`config.mk`:
```
export PLATFORM = sky130hd
export DESIGN_NAME = rtc_access_sched_flat
export DESIGN_NICKNAME = d
export VERILOG_FILES = /design/src/rtl/rtc_pkg.sv /design/src/rtl/rtc_access_sched_if.sv /design/src/rtl/rtc_tick_gen.sv /design/src/rtl/rtc_access_sched.sv /design/src/flat_wrapper.sv
export SDC_FILE = /design/constraint.sdc
export NUM_CORES = 1
export LEC_CHECK = 0
export ABC_AREA = 1
export BUFFER_PORTS_ARGS = -buffer_cell sky130_fd_sc_hd__clkbuf_2
export CELL_PAD_IN_SITES_DETAIL_PLACEMENT = 0
export CELL_PAD_IN_SITES_GLOBAL_PLACEMENT = 1
export CORE_MARGIN = 2
export CORE_UTILIZATION = 37
export CTS_BUF_LIST = sky130_fd_sc_hd__clkbuf_4 sky130_fd_sc_hd__clkbuf_8
export CTS_CLUSTER_SIZE = 20
export DETAILED_ROUTE_END_ITERATION = 10
export PLACE_DENSITY = 0.85
export REMOVE_ABC_BUFFERS = 1
export SETUP_SLACK_MARGIN = 0.15
export SLEW_MARGIN = 20
export SYNTH_ARGS = -nofsm -noshare
export SYNTH_HDL_FRONTEND = slang
export SYNTH_HIERARCHICAL = 1
export SYNTH_SLANG_ARGS = --single-unit
export TNS_END_PERCENT = 1
```
`constraint.sdc`:
```
create_clock -name clk -period 1.96 [get_ports clk]
set_input_delay 0.392 -clock clk [delete_from_list [all_inputs] [get_ports clk]]
set_output_delay 0.392 -clock clk [all_outputs]
set_load 0.03 [all_outputs]
```
`src/rtl/rtc_pkg.sv`:
```
// Shared constants and types for the PCF8563 access scheduler.
package rtc_pkg;

  // PCF8563 register map: seconds start the time block, days start the date block.
  localparam logic [7:0] RegTime = 8'h02;
  localparam logic [7:0] RegDate = 8'h05;

  localparam logic [2:0] LenTime = 3'd3;
  localparam logic [2:0] LenDate = 3'd4;
  localparam logic [2:0] LenRead = 3'd7;

  // BCD field masks; strip VL and century flags from read-back.
  localparam logic [7:0] MaskSec  = 8'h7F;
  localparam logic [7:0] MaskMin  = 8'h7F;
  localparam logic [7:0] MaskHour = 8'h3F;
  localparam logic [7:0] MaskDay  = 8'h3F;
  localparam logic [7:0] MaskWday = 8'h07;
  localparam logic [7:0] MaskMon  = 8'h1F;

  typedef enum logic [1:0] {StIdle, StWait, StGap} state_e;
  typedef enum logic [1:0] {CmdTime, CmdDate, CmdRead} cmd_e;

  // Read bytes in wire order: SS, MM, HH, DD, WW, MON, YY.
  function automatic logic [23:0] unpack_time(input logic [55:0] rd);
    return {rd[23:16] & MaskHour, rd[15:8] & MaskMin, rd[7:0] & MaskSec};
  endfunction

  function automatic logic [31:0] unpack_date(input logic [55:0] rd);
    return {rd[55:48], rd[47:40] & MaskMon, rd[31:24] & MaskDay, rd[39:32] & MaskWday};
  endfunction

  // {YY,MM,DD,WW} -> wire order DD, WW, MM, YY.
  function automatic logic [55:0] pack_date(input logic [31:0] d);
    return {24'h0, d[31:24], d[23:16], d[7:0], d[15:8]};
  endfunction

endpackage

```
`src/rtl/rtc_access_sched_if.sv`:
```
// Command port between the scheduler and the byte-level I2C master.
interface rtc_access_sched_if;
  logic        i2c_req;
  logic        i2c_rw;
  logic [7:0]  i2c_reg;
  logic [2:0]  i2c_len;
  logic [55:0] i2c_wdata;
  logic        i2c_ack;
  logic        i2c_err;
  logic [55:0] i2c_rdata;

  modport master (
    output i2c_req, i2c_rw, i2c_reg, i2c_len, i2c_wdata,
    input  i2c_ack, i2c_err, i2c_rdata
  );

  modport slave (
    input  i2c_req, i2c_rw, i2c_reg, i2c_len, i2c_wdata,
    output i2c_ack, i2c_err, i2c_rdata
  );
endinterface

```
`src/rtl/rtc_tick_gen.sv`:
```
// Free-running down-counter producing a one-cycle tick every Period cycles.
module rtc_tick_gen #(
  parameter int unsigned Period = 5000000
) (
  input  logic clk,
  input  logic rstn,
  output logic tick
);

  localparam int unsigned CntW = (Period > 1) ? $clog2(Period) : 1;

  logic [CntW-1:0] cnt_q;

  assign tick = (cnt_q == '0);

  // Count down, reloading on zero.
  always_ff @(posedge clk or negedge rstn) begin
    if (!rstn) begin
      cnt_q <= CntW'(Period - 1);
    end else if (tick) begin
      cnt_q <= CntW'(Period - 1);
    end else begin
      cnt_q <= cnt_q - 1'b1;
    end
  end

endmodule

```
`src/rtl/rtc_access_sched.sv`:
```
// Arbitrates time/date writes and periodic read-back onto the single RTC I2C command port.
module rtc_access_sched
  import rtc_pkg::*;
#(
  parameter int unsigned READ_PERIOD = 5000000,
  parameter int unsigned TIMEOUT     = 1000000,
  parameter int unsigned MAX_RETRY   = 2
) (
  input  logic                       clk,
  input  logic                       rstn,
  input  logic                       set_time,
  input  logic [23:0]                time_2_set,
  input  logic                       set_date,
  input  logic [31:0]                date_2_set,
  output logic                       set_done,
  output logic                       set_fail,
  rtc_access_sched_if.master         i2c,
  output logic [23:0]                cur_time,
  output logic [31:0]                cur_date,
  output logic                       rd_valid,
  output logic                       busy,
  output logic [7:0]                 err_cnt
);

  localparam int unsigned TmoW   = (TIMEOUT > 1) ? $clog2(TIMEOUT) : 1;
  localparam int unsigned RetryW = (MAX_RETRY > 0) ? $clog2(MAX_RETRY + 1) : 1;

  state_e              state_q, state_d;
  cmd_e                cmd_q, cmd_d;
  logic [55:0]         wdata_q, wdata_d;
  logic                req_q, req_d;
  logic [TmoW-1:0]     tmo_q, tmo_d;
  logic [RetryW-1:0]   retry_q, retry_d;
  logic                rd_pend_q, rd_pend_d;
  logic                set_done_q, set_done_d;
  logic                set_fail_q, set_fail_d;
  logic                rd_valid_q, rd_valid_d;
  logic [23:0]         cur_time_q, cur_time_d;
  logic [31:0]         cur_date_q, cur_date_d;
  logic [7:0]          err_cnt_q, err_cnt_d;
  logic                tick;

  rtc_tick_gen #(
    .Period(READ_PERIOD)
  ) u_tick (
    .clk  (clk),
    .rstn (rstn),
    .tick (tick)
  );

  // Command fields decode from the latched command, so they hold while i2c_req is high.
  assign i2c.i2c_req   = req_q;
  assign i2c.i2c_rw    = (cmd_q == CmdRead);
  assign i2c.i2c_reg   = (cmd_q == CmdDate) ? RegDate : RegTime;
  assign i2c.i2c_len   = (cmd_q == CmdRead) ? LenRead : ((cmd_q == CmdDate) ? LenDate : LenTime);
  assign i2c.i2c_wdata = wdata_q;

  assign set_done = set_done_q;
  assign set_fail = set_fail_q;
  assign rd_valid = rd_valid_q;
  assign cur_time = cur_time_q;
  assign cur_date = cur_date_q;
  assign err_cnt  = err_cnt_q;
  assign busy     = (state_q != StIdle);

  // Arbitration, command handshake, retry and read-back unpack.
  always_comb begin
    state_d    = state_q;
    cmd_d      = cmd_q;
    wdata_d    = wdata_q;
    req_d      = req_q;
    tmo_d      = tmo_q;
    retry_d    = retry_q;
    rd_pend_d  = rd_pend_q | tick;
    set_done_d = 1'b0;
    set_fail_d = 1'b0;
    rd_valid_d = 1'b0;
    cur_time_d = cur_time_q;
    cur_date_d = cur_date_q;
    err_cnt_d  = err_cnt_q;

    unique case (state_q)
      StIdle: begin
        retry_d = '0;
        if (set_time) begin
          cmd_d   = CmdTime;
          wdata_d = {32'h0, time_2_set};
          state_d = StWait;
        end else if (set_date) begin
          cmd_d   = CmdDate;
          wdata_d = pack_date(date_2_set);
          state_d = StWait;
        end else if (rd_pend_q) begin
          cmd_d     = CmdRead;
          wdata_d   = '0;
          rd_pend_d = 1'b0;
          state_d   = StWait;
        end
      end
      StWait: begin
        if (!req_q) begin
          // Issue (or re-issue after the one-cycle low) and arm the timeout.
          req_d = 1'b1;
          tmo_d = TmoW'(TIMEOUT - 1);
        end else if (i2c.i2c_ack) begin
          req_d   = 1'b0;
          state_d = StGap;
          if (cmd_q == CmdRead) begin
            cur_time_d = unpack_time(i2c.i2c_rdata);
            cur_date_d = unpack_date(i2c.i2c_rdata);
            rd_valid_d = 1'b1;
          end else begin
            set_done_d = 1'b1;
          end
        end else if (i2c.i2c_err || (tmo_q == '0)) begin
          req_d = 1'b0;
          if (err_cnt_q != 8'hFF) begin
            err_cnt_d = err_cnt_q + 8'd1;
          end
          if (cmd_q == CmdRead) begin
            state_d = StGap;
          end else if (retry_q < RetryW'(MAX_RETRY)) begin
            retry_d = retry_q + 1'b1;
          end else begin
            set_done_d = 1'b1;
            set_fail_d = 1'b1;
            state_d    = StGap;
          end
        end else begin
          tmo_d = tmo_q - 1'b1;
        end
      end
      StGap: begin
        state_d = StIdle;
      end
      default: begin
        state_d = StIdle;
      end
    endcase
  end

  // State and output registers.
  always_ff @(posedge clk or negedge rstn) begin
    if (!rstn) begin
      state_q    <= StIdle;
      cmd_q      <= CmdTime;
      wdata_q    <= '0;
      req_q      <= 1'b0;
      tmo_q      <= '0;
      retry_q    <= '0;
      rd_pend_q  <= 1'b0;
      set_done_q <= 1'b0;
      set_fail_q <= 1'b0;
      rd_valid_q <= 1'b0;
      cur_time_q <= '0;
      cur_date_q <= '0;
      err_cnt_q  <= '0;
    end else begin
      state_q    <= state_d;
      cmd_q      <= cmd_d;
      wdata_q    <= wdata_d;
      req_q      <= req_d;
      tmo_q      <= tmo_d;
      retry_q    <= retry_d;
      rd_pend_q  <= rd_pend_d;
      set_done_q <= set_done_d;
      set_fail_q <= set_fail_d;
      rd_valid_q <= rd_valid_d;
      cur_time_q <= cur_time_d;
      cur_date_q <= cur_date_d;
      err_cnt_q  <= err_cnt_d;
    end
  end

endmodule
```
`src/flat_wrapper.sv`:
```
// flat-port wrapper written by rule: the top's interface ports become plain ports
module rtc_access_sched_flat import rtc_pkg::*;
#(
  parameter int unsigned READ_PERIOD = 5000000,
  parameter int unsigned TIMEOUT     = 1000000,
  parameter int unsigned MAX_RETRY   = 2
)
  (clk, rstn, set_time, time_2_set, set_date, date_2_set, set_done, set_fail, cur_time, cur_date, rd_valid, busy, err_cnt, i2c_i2c_req, i2c_i2c_rw, i2c_i2c_reg, i2c_i2c_len, i2c_i2c_wdata, i2c_i2c_ack, i2c_i2c_err, i2c_i2c_rdata);
  rtc_access_sched_if i2c_i ();
  input  logic clk;
  input  logic rstn;
  input  logic set_time;
  input  logic [23:0] time_2_set;
  input  logic set_date;
  input  logic [31:0] date_2_set;
  output logic set_done;
  output logic set_fail;
  output logic [23:0] cur_time;
  output logic [31:0] cur_date;
  output logic rd_valid;
  output logic busy;
  output logic [7:0] err_cnt;
  output wire logic [$bits(i2c_i.i2c_req)-1:0] i2c_i2c_req;
  output wire logic [$bits(i2c_i.i2c_rw)-1:0] i2c_i2c_rw;
  output wire logic [$bits(i2c_i.i2c_reg)-1:0] i2c_i2c_reg;
  output wire logic [$bits(i2c_i.i2c_len)-1:0] i2c_i2c_len;
  output wire logic [$bits(i2c_i.i2c_wdata)-1:0] i2c_i2c_wdata;
  input wire logic [$bits(i2c_i.i2c_ack)-1:0] i2c_i2c_ack;
  input wire logic [$bits(i2c_i.i2c_err)-1:0] i2c_i2c_err;
  input wire logic [$bits(i2c_i.i2c_rdata)-1:0] i2c_i2c_rdata;
  assign i2c_i2c_req = i2c_i.i2c_req;
  assign i2c_i2c_rw = i2c_i.i2c_rw;
  assign i2c_i2c_reg = i2c_i.i2c_reg;
  assign i2c_i2c_len = i2c_i.i2c_len;
  assign i2c_i2c_wdata = i2c_i.i2c_wdata;
  assign i2c_i.i2c_ack = i2c_i2c_ack;
  assign i2c_i.i2c_err = i2c_i2c_err;
  assign i2c_i.i2c_rdata = i2c_i2c_rdata;
  rtc_access_sched #(.READ_PERIOD(READ_PERIOD), .TIMEOUT(TIMEOUT), .MAX_RETRY(MAX_RETRY)) u_core (.clk(clk), .rstn(rstn), .set_time(set_time), .time_2_set(time_2_set), .set_date(set_date), .date_2_set(date_2_set), .set_done(set_done), .set_fail(set_fail), .i2c(i2c_i), .cur_time(cur_time), .cur_date(cur_date), .rd_valid(rd_valid), .busy(busy), .err_cnt(err_cnt));
endmodule
```
# After elaboration in Yosys (flattened, before gate mapping)
# Cells that the tools add are included.
# W data, S select, Z words.
# classes
eq_ne,14
div_mod_pow,0
bitwise_logic,2
reduce_logical,13
addsub,4
n_lt_le_gt_ge,1
mul,0
shift,0
mux,49
# ops
cell,count
$mux W56,3
$mux W20,3
$mux W2,16
$logic_not A23 Y1,1
$mux W23,1
$sub A23 B1 Y23 const B,1
$mux W1,21
$logic_not A20 Y1,1
$sub A20 B1 Y20 const B,1
$mux W3,3
$add A8 B1 Y8 const B,1
$ne A2 B2 Y1 const B,4
$ne A8 B8 Y1 const B,1
$pmux W2 S2,2
$reduce_and A4 Y1,2
$ne A2 B1 Y1 const B,3
$reduce_and A6 Y1,1
$reduce_and A5 Y1,1
$eq A2 B1 Y1 const B,2
$ne A4 B3 Y1 const B,1
$ne A4 B4 Y1 const B,1
$reduce_bool A2 Y1,2
$ne A3 B2 Y1 const B,1
$reduce_and A3 Y1,1
other kinds (9),9
# totals
mem_bits_rw,0
input_bits,118
mem_bits_ro,0
elab_cells,97
latchBits,0
reg_bits,160
output_inout_bits,137
mem_count,0

# Logic depth before layout (Yosys ltp)
# Gate-level depths: netlist (run 1).
# depth
word_depth,7
ltp_mapped,10
mapped_depth_nobuf,10

# Cells and area by module
# Netlist (run 1), hierarchy kept.
# by_module_without_submodules
module,n_inst,seq_area_each_um2,area_each_um2,cells_per_inst
rtc_access_sched,1,2827.7,5830.6,744
rtc_tick_gen,1,591.8,1539.0,206

# Worst setup path before layout (run 1)
# OpenSTA, ideal clock, no wires.
# synth_path
kind,flip-flop to flip-flop
start,"register u_core.err_cnt_q[1], in the netlist u_core/err_cnt[1]"
end,"register u_core.err_cnt_q[2], in the netlist u_core/err_cnt[2]"
slack_ns,0.269
path_stages_with_launch,10
setup_ns,0.065
required_ns,1.895
arrival_time_ns,1.626
cell_sequence,dfrtp_1 ha_1 nand2_1 nor3_1 nand3_1 nand3_1 inv_1 nand2_1 nand2_1 nand2_1
# synth_between
elab_chain_cells,2
# synth_rtl
element,line,text
from (decl),rtc_access_sched.sv:40,"logic [7:0] err_cnt_q, err_cnt_d;"
from (signal assigned),rtc_access_sched.sv:171,err_cnt_q <= err_cnt_d;
"parallel branches: the longest is 2 deep, another holds $add A8 B1 Y8",-,
# Several ways; the timed one is not identified.
# A chain may end at the register's enable or synchronous reset.

# Worst setup path in the final report (run 1)
# layout_path
start,register u_core.state_q[0]
end,output port busy
# layout_between
elab_chain_cells,1
# layout_rtl
element,line,text
from (decl),rtc_access_sched.sv:28,"state_e state_q, state_d;"
from (signal assigned),rtc_access_sched.sv:145,state_q <= StIdle;
from (signal assigned),rtc_access_sched.sv:159,state_q <= state_d;
$reduce_bool A2 Y1,rtc_access_sched.sv:64,assign busy = (state_q != StIdle);
to (decl),flat_wrapper.sv:21,output logic busy;
# Every way passes these cells.

==> results.md, run 1 <==
- Avg Cell Area, Syn: 7.757 µm²
- Seq/Total Area, Yosys: 46.40%
- Gr usage total: 17.64%
- Starting Density: 37.74%
- Initial antenna violation count: 0
- Fin. Hold Viols: 0
- Mapped Cells: 950
- Drt first pass iters: 5
- Row Count: 51
- Synth area leaders: dfrtp_1, nand2_1, inv_1, nand3_1, nor2_1
- DIE HEIGHT: 145.1 µm
- Syn-to-layout area delta: 21.88%
- # setup viols final: 0
- Slew Viols, Final: 0
- HP Class: input port to register
- Vias in the first global route: 6104
- Post-DR wirelength/cell: 12.65 µm
- Crit path kind: register to output port
- Die area: 0.02106 mm²
- Post-route cell area: 0.008982 mm²
- Status: finished, final reports clean
- GP Congestion: 0.8268
- Main flop type after synthesis: dfrtp_1
- PortBufs: 197
- Hold WS: 143.5 ps
- FF+latch count, synth: 136
- Boundary pin count: 255
- Core area: 0.01953 mm²
- Top cell types by occurrence after synthesis: nand2_1, dfrtp_1, inv_1
- Share of layout cells above drive strength 1: 28.12%
- Overall power: 0.01308 W
- GRT overflow: 0
- CP required: 1570 ps
- # nets final: 1276
- Post-DP HPWL: 13340 µm
- Fill cells: 2024
- Type of origin of the critical path: register
- Max_cap viols: 0
- Worst skew pair latency: 450 ps
- Register Area: 0.003420 mm²
- Pwr per Cell Area: 1456 mW/mm²
- Root Buffer: clkbuf_8
- Worst-path cell chain: nor2_4 -> inv_1 -> buf_2
- Htree depth: 4
- CP max stage delay: 410 ps
- DRT antenna net count: 0
- Initial drt markers: 291
- Crit-path max FO: 3
- Post-synthesis async set-or-reset flop share: 100.0%
- Die width: 145.1 µm
- Global-route wire length before repair: 30450 µm
- Yosys warns: 6
- CTS tree: done
- Total CTS buffers: 17
- Cell Area, Placed: 0.008492 mm²
- Fin Clk Skew: 13.43 ps
- Reg2reg setup slack: 270 ps
- Mapped Area: 0.007370 mm²
- Synth top area share: 41.77%
- Post-synth EDFFs: 0
- Clk slew on worst S/H paths: 90 ps
- Area occupied by multi-input gates: 0.003186 mm²
- Clk sink count: 136
- Highest-delay cell along the critical path: dfrtp_1
- Drc violations: 0
- Largest net degree at the start of global routing: 86
- Critical Path End Type: output port
- Lkg Pwr: 4.800 nW
- Count leader, synth: nand2_1
- Data arrival, critical path: 1360 ps
- Peak VDD IR: 0.7869 mV
- Final Core Density: 46.00%
- Max Fclk: 0.5695 GHz
- Synth area leader: dfrtp_1
- Detailed-route via count: 6419
- Final min period: 1756 ps
- Synth unique cells: 36
- Period utilization: 89.59%
- Drt via density: 4.492
- Setup_tns: 0 ps
- WL final: 18080 µm
- RSZ-0062 raised after global routing: yes
- Longest Clk Path Bufs: 2
## area by class of cell
type	count	share of cell area [%]
clock inverters	14	1.532
clock buffers	18	2.688
diodes	1	0.02786
well taps	265	3.691
inverters	127	5.307
flip-flops and latches	136	38.07
repair buffers	214	13.22
multi-input cells	654	35.46
## final timing paths
path	start	end	cells after the start
max reg2reg	u_core/tmo_q[0]	u_core/tmo_q[18]	10
min reg2reg	u_core/u_tick/cnt_q[0]	u_core/u_tick/cnt_q[0]	1
max in group asynchronous	rstn	u_core/u_tick/cnt_q[18]	3
min in group asynchronous	rstn	u_core/i2c.i2c_wdata[6]	2
min	i2c_i2c_rdata[10]	u_core/cur_time[10]	3
max	u_core/state_q[0]	busy	3
## report_power, final
part	total (W)	switching, W	internal (W)	leakage (nW)
logic	0.00621	0.00434	0.00187	2.97
clock network	0.00228	0.00123	0.00105	0.183
registers	0.00459	0.000731	0.00386	1.65
total	0.0131	0.00631	0.00678	4.80
## sequential cells by signal (all words and copies together), names as in the netlist, 2 cells and up
| signal | cells |
|---|---|
| u_core/i2c.i2c_wdata | 32 |
| u_core/cur_date | 22 |
| u_core/retry_q | 2 |
| u_core/tmo_q | 20 |
| u_core/err_cnt | 8 |
| u_core/state_q | 2 |
| u_core/u_tick/cnt_q | 23 |
| u_core/cmd_q | 2 |
| u_core/cur_time | 20 |
## through the flow
stage | setup slack (ps) | std cells
after global placement | 213.6 | 1392
after detailed placement | 193.7 | 1392
final | 204.1 | 1429
after floorplan | -977.6 | 916
after global routing | 134.2 | 1428
after CTS | 145.7 | 1426
## repair_timing
action                                  4_1_cts  5_1_grt
hold endpoints to repair                     28        0
hold buffers                                  1        0
resized for setup                             9       15
cloned                                        0        1
endpoints found under the setup margin        3       39
pin swaps                                     0        3
setup buffers                                 1        1
## cell families after synthesis
group / Yosys count / synth area share [%]
xor gates and xnor gates: 12 / 1.426
DFF: 136 / 46.40
adders and majority gates: 8 / 1.358
AOI/OAI and AO/OA: 90 / 6.672
buffers and inverters: 203 / 13.55
and+or+nand+nor: 500 / 30.54
other: 1 / 0.05088
## layer usage
layer	global-route usage (%)	part of all wire, %	vias up
met3	4.843	7.0	10
li1	-	-	3294
met2	29.14	47	187
met5	0	0	-
met4	4.755	1.0	0
met1	22.88	45	2928
## worst max-delay path: cells and delay by family, from the launching register on
family | cells | cell delay [ps]
DFF | 1 | 410
and+or+nand+nor | 1 | 170
buffers and inverters | 2 | 350
## layout by cell type (no fill, tap or decap), types with 11 or more instances in the layout
master    synthesis  routed
nand2_2          13      15
nand2_1         237     235
nor2_1          104     101
conb_1            1      43
clkbuf_8          0      18
nand3_1          90      90
a31oi_1          25      25
o21ai_1          39      39
clkbuf_2          0     191
o21ai_0          19      19
dfstp_2          13      13
buf_4            47      11
dfrtp_1         123     123
nand4_1          16      16
nor2_2           18      18
inv_1           120     116
Power figures use the tool's default switching activity.
==> run 2: changes to the inputs <==
- CORE_ASPECT_RATIO: unset -> 0.7
- CORE_UTILIZATION: 37 -> 33
- PLACE_DENSITY: 0.85 -> 0.8
- SLEW_MARGIN: 20 -> unset
- clock period: 1.96 -> 1.4 ns (I/O delays scaled with it)
==> results.md, run 2 (synthesized netlist as in run 1, its figures left out) <==
- Row Count: 45 (-12%)
- Post-DR wirelength/cell: 13.81 µm (+9.1%)
- HP Class: input port to register
- Max Fclk: 0.6215 GHz
- Drc violations: 0 (unchanged)
- CP startpoint: u_core/cmd_q[0]
- Share of layout cells above drive strength 1: 40.30% (+12 points)
- Die width: 182.6 µm (+26%)
- Pwr per Cell Area: 2063 mW/mm² (+42%)
- CTS tree: done
- Global-route wire length before repair: 34500 µm (+13%)
- Initial antenna violation count: 0 (unchanged)
- Setup_tns: -8106 ps (-8106 ps)
- Final min period: 1609 ps
- DRT antenna net count: 0 (unchanged)
- Overall power: 0.02336 W (+79%)
- Hold_sp: i2c_i2c_rdata[19]
- Critical Path End Type: output port
- Gr usage total: 18.38% (+0.74 points)
- Period utilization: 114.9%
- # nets final: 1391 (+9.0%)
- Final Core Density: 51.96% (+6.0 points)
- Failing checks: setup timing
- Worst setup margin: -209.1 ps (-413.2 ps)
- Crit path kind: register to output port
- Worst skew pair latency: 450 ps (about the same)
- Clk sink count: 136 (unchanged)
- Status: complete, but fails checks
- Data arrival, critical path: 1330 ps (-30 ps)
- RSZ-0062 raised after global routing: yes
- Die area: 0.02356 mm² (+12%)
- CP required: 1120 ps (-450 ps)
- WL final: 21540 µm (+19%)
- Type of origin of the critical path: register
- Vias in the first global route: 6907 (+13%)
- Syn-to-layout area delta: 53.62%
- Fin Clk Skew: 11.87 ps (-1.553 ps)
- Largest net degree at the start of global routing: 45 (-48%)
- Antenna Cells: 0 (-1)
- Starting Density: 33.82% (-3.9 points)
- Peak VDD IR: 1.238 mV (+57%)
- Clk slew on worst S/H paths: 100 ps (about the same)
- RR Startpoint: u_core/cmd_q[0]
- Drt via density: 4.558 (+1.5%)
- Commonest non-fill, non-tap cells in the layout: nand2_1, dfrtp_1, inv_1
- Post-DP HPWL: 15160 µm (+14%)
- Initial drt markers: 310 (+6.5%)
- Detailed-route via count: 7111 (+11%)
- Total CTS buffers: 17 (unchanged)
- Commonest non-fill, non-tap cell in the layout: nand2_1
- GRT overflow: 0 (unchanged)
- # setup viols final: 110 (+110)
- Lkg Pwr: 5.761 nW (+20%)
- GP Congestion: 0.8160 (-1.3%)
- Root Buffer: clkbuf_8
- PortBufs: 197 (unchanged)
- Drt first pass iters: 5 (unchanged)
- Fin. Hold Viols: 0 (unchanged)
- Crit-path max FO: 2 (-1)
- Max_cap viols: 0 (unchanged)
- Boundary pin count: 255 (unchanged)
- Longest Clk Path Bufs: 2 (unchanged)
- Hold WS: 21.86 ps (-121.7 ps)
- Htree depth: 4 (unchanged)
- Core area: 0.02179 mm² (+12%)
- Slew Viols, Final: 0 (unchanged)
- DIE HEIGHT: 129.0 µm (-11%)
- Max reg flops: 32 (unchanged)
-- run 2: cell count changes in the layout (fill, tap and decap cells not counted), moves of 16 or more --
| cell | delta |
|---|---|
| nand2_1 | -22 |
| nand2_2 | +16 |
| buf_8 | +89 |
| buf_4 | +89 |
| nor2_1 | -22 |
| clkbuf_2 | -89 |
-- run 2: power by group --
group	switching, W	total, W	internal [W]
sequential	0.00136	0.00678	0.00541
combinational	0.00698	0.0133	0.00630
clock	0.00177	0.00330	0.00153
total	0.0101	0.0234	0.0132
-- run 2: path summary, 6_finish.rpt --
path | to | slack, ps | cells past startpoint
setup / recovery | i2c_i2c_len[0] | -210 | 4
hold / removal | u_core/cur_time[19] | 20 | 3
setup reg to reg | u_core/cur_date[19] | -120 | 8
hold reg to reg | u_core/u_tick/cnt_q[0] | 480 | 1
max in group asynchronous | u_core/err_cnt[6] | 520 | 3
min in group asynchronous | u_core/i2c.i2c_wdata[15] | 300 | 2
-- run 2: stage by stage --
| step | setup WS, ps | cells | cell area, µm² |
|---|---|---|---|
| CTS | -262.7 | 1551 | 10900 |
| detailed placement | -187.7 | 1507 | 9311 |
| floorplan | -1538 | 916 | 7005 |
| global placement | -147.9 | 1507 | 9311 |
| finish | -209.1 | 1560 | 11320 |
| global route | -275.1 | 1560 | 11320 |
-- run 2: worst max-delay path, stage by stage, from the launching register on --
cell and delay [ps]:
dfrtp_1 410, buf_6 140, ha_4 160, inv_4 60, buf_8 120
-- run 2: area by class of cell --
| cell class | instances | area (µm²) |
|---|---|---|
| Tap cell | 282 | 352.8 |
| Multi-Input combinational cell | 653 | 3531 |
| Sequential cell | 136 | 3425 |
| Clock buffer | 19 | 255.2 |
| Inverter | 127 | 488.0 |
| Fill cell | 2046 | 10470 |
| Clock inverter | 13 | 137.6 |
| Timing Repair Buffer | 330 | 3132 |
-- run 2: timing repair --
action                     in CTS  in global routing
hold buffers                    9                  0
setup endpoints to repair     228                230
hold endpoints to repair       30                  0
buffers inserted                3                  9
gates resized for setup       263                166
gates cloned                    0                  0
pin swaps                      35                 35
-- run 2: routing by layer --
| layer | routed length [µm] | track usage, % | vias up | part of all wire, % |
|---|---|---|---|---|
| met4 | 301 | 5.361 | 0 | 1.4 |
| met1 | 9599 | 24.31 | 3370 | 45 |
| li1 | - | - | 3530 | - |
| met3 | 1470 | 5.537 | 25 | 6.8 |
| met2 | 10170 | 29.37 | 186 | 47 |
| met5 | 0 | 0 | - | 0 |
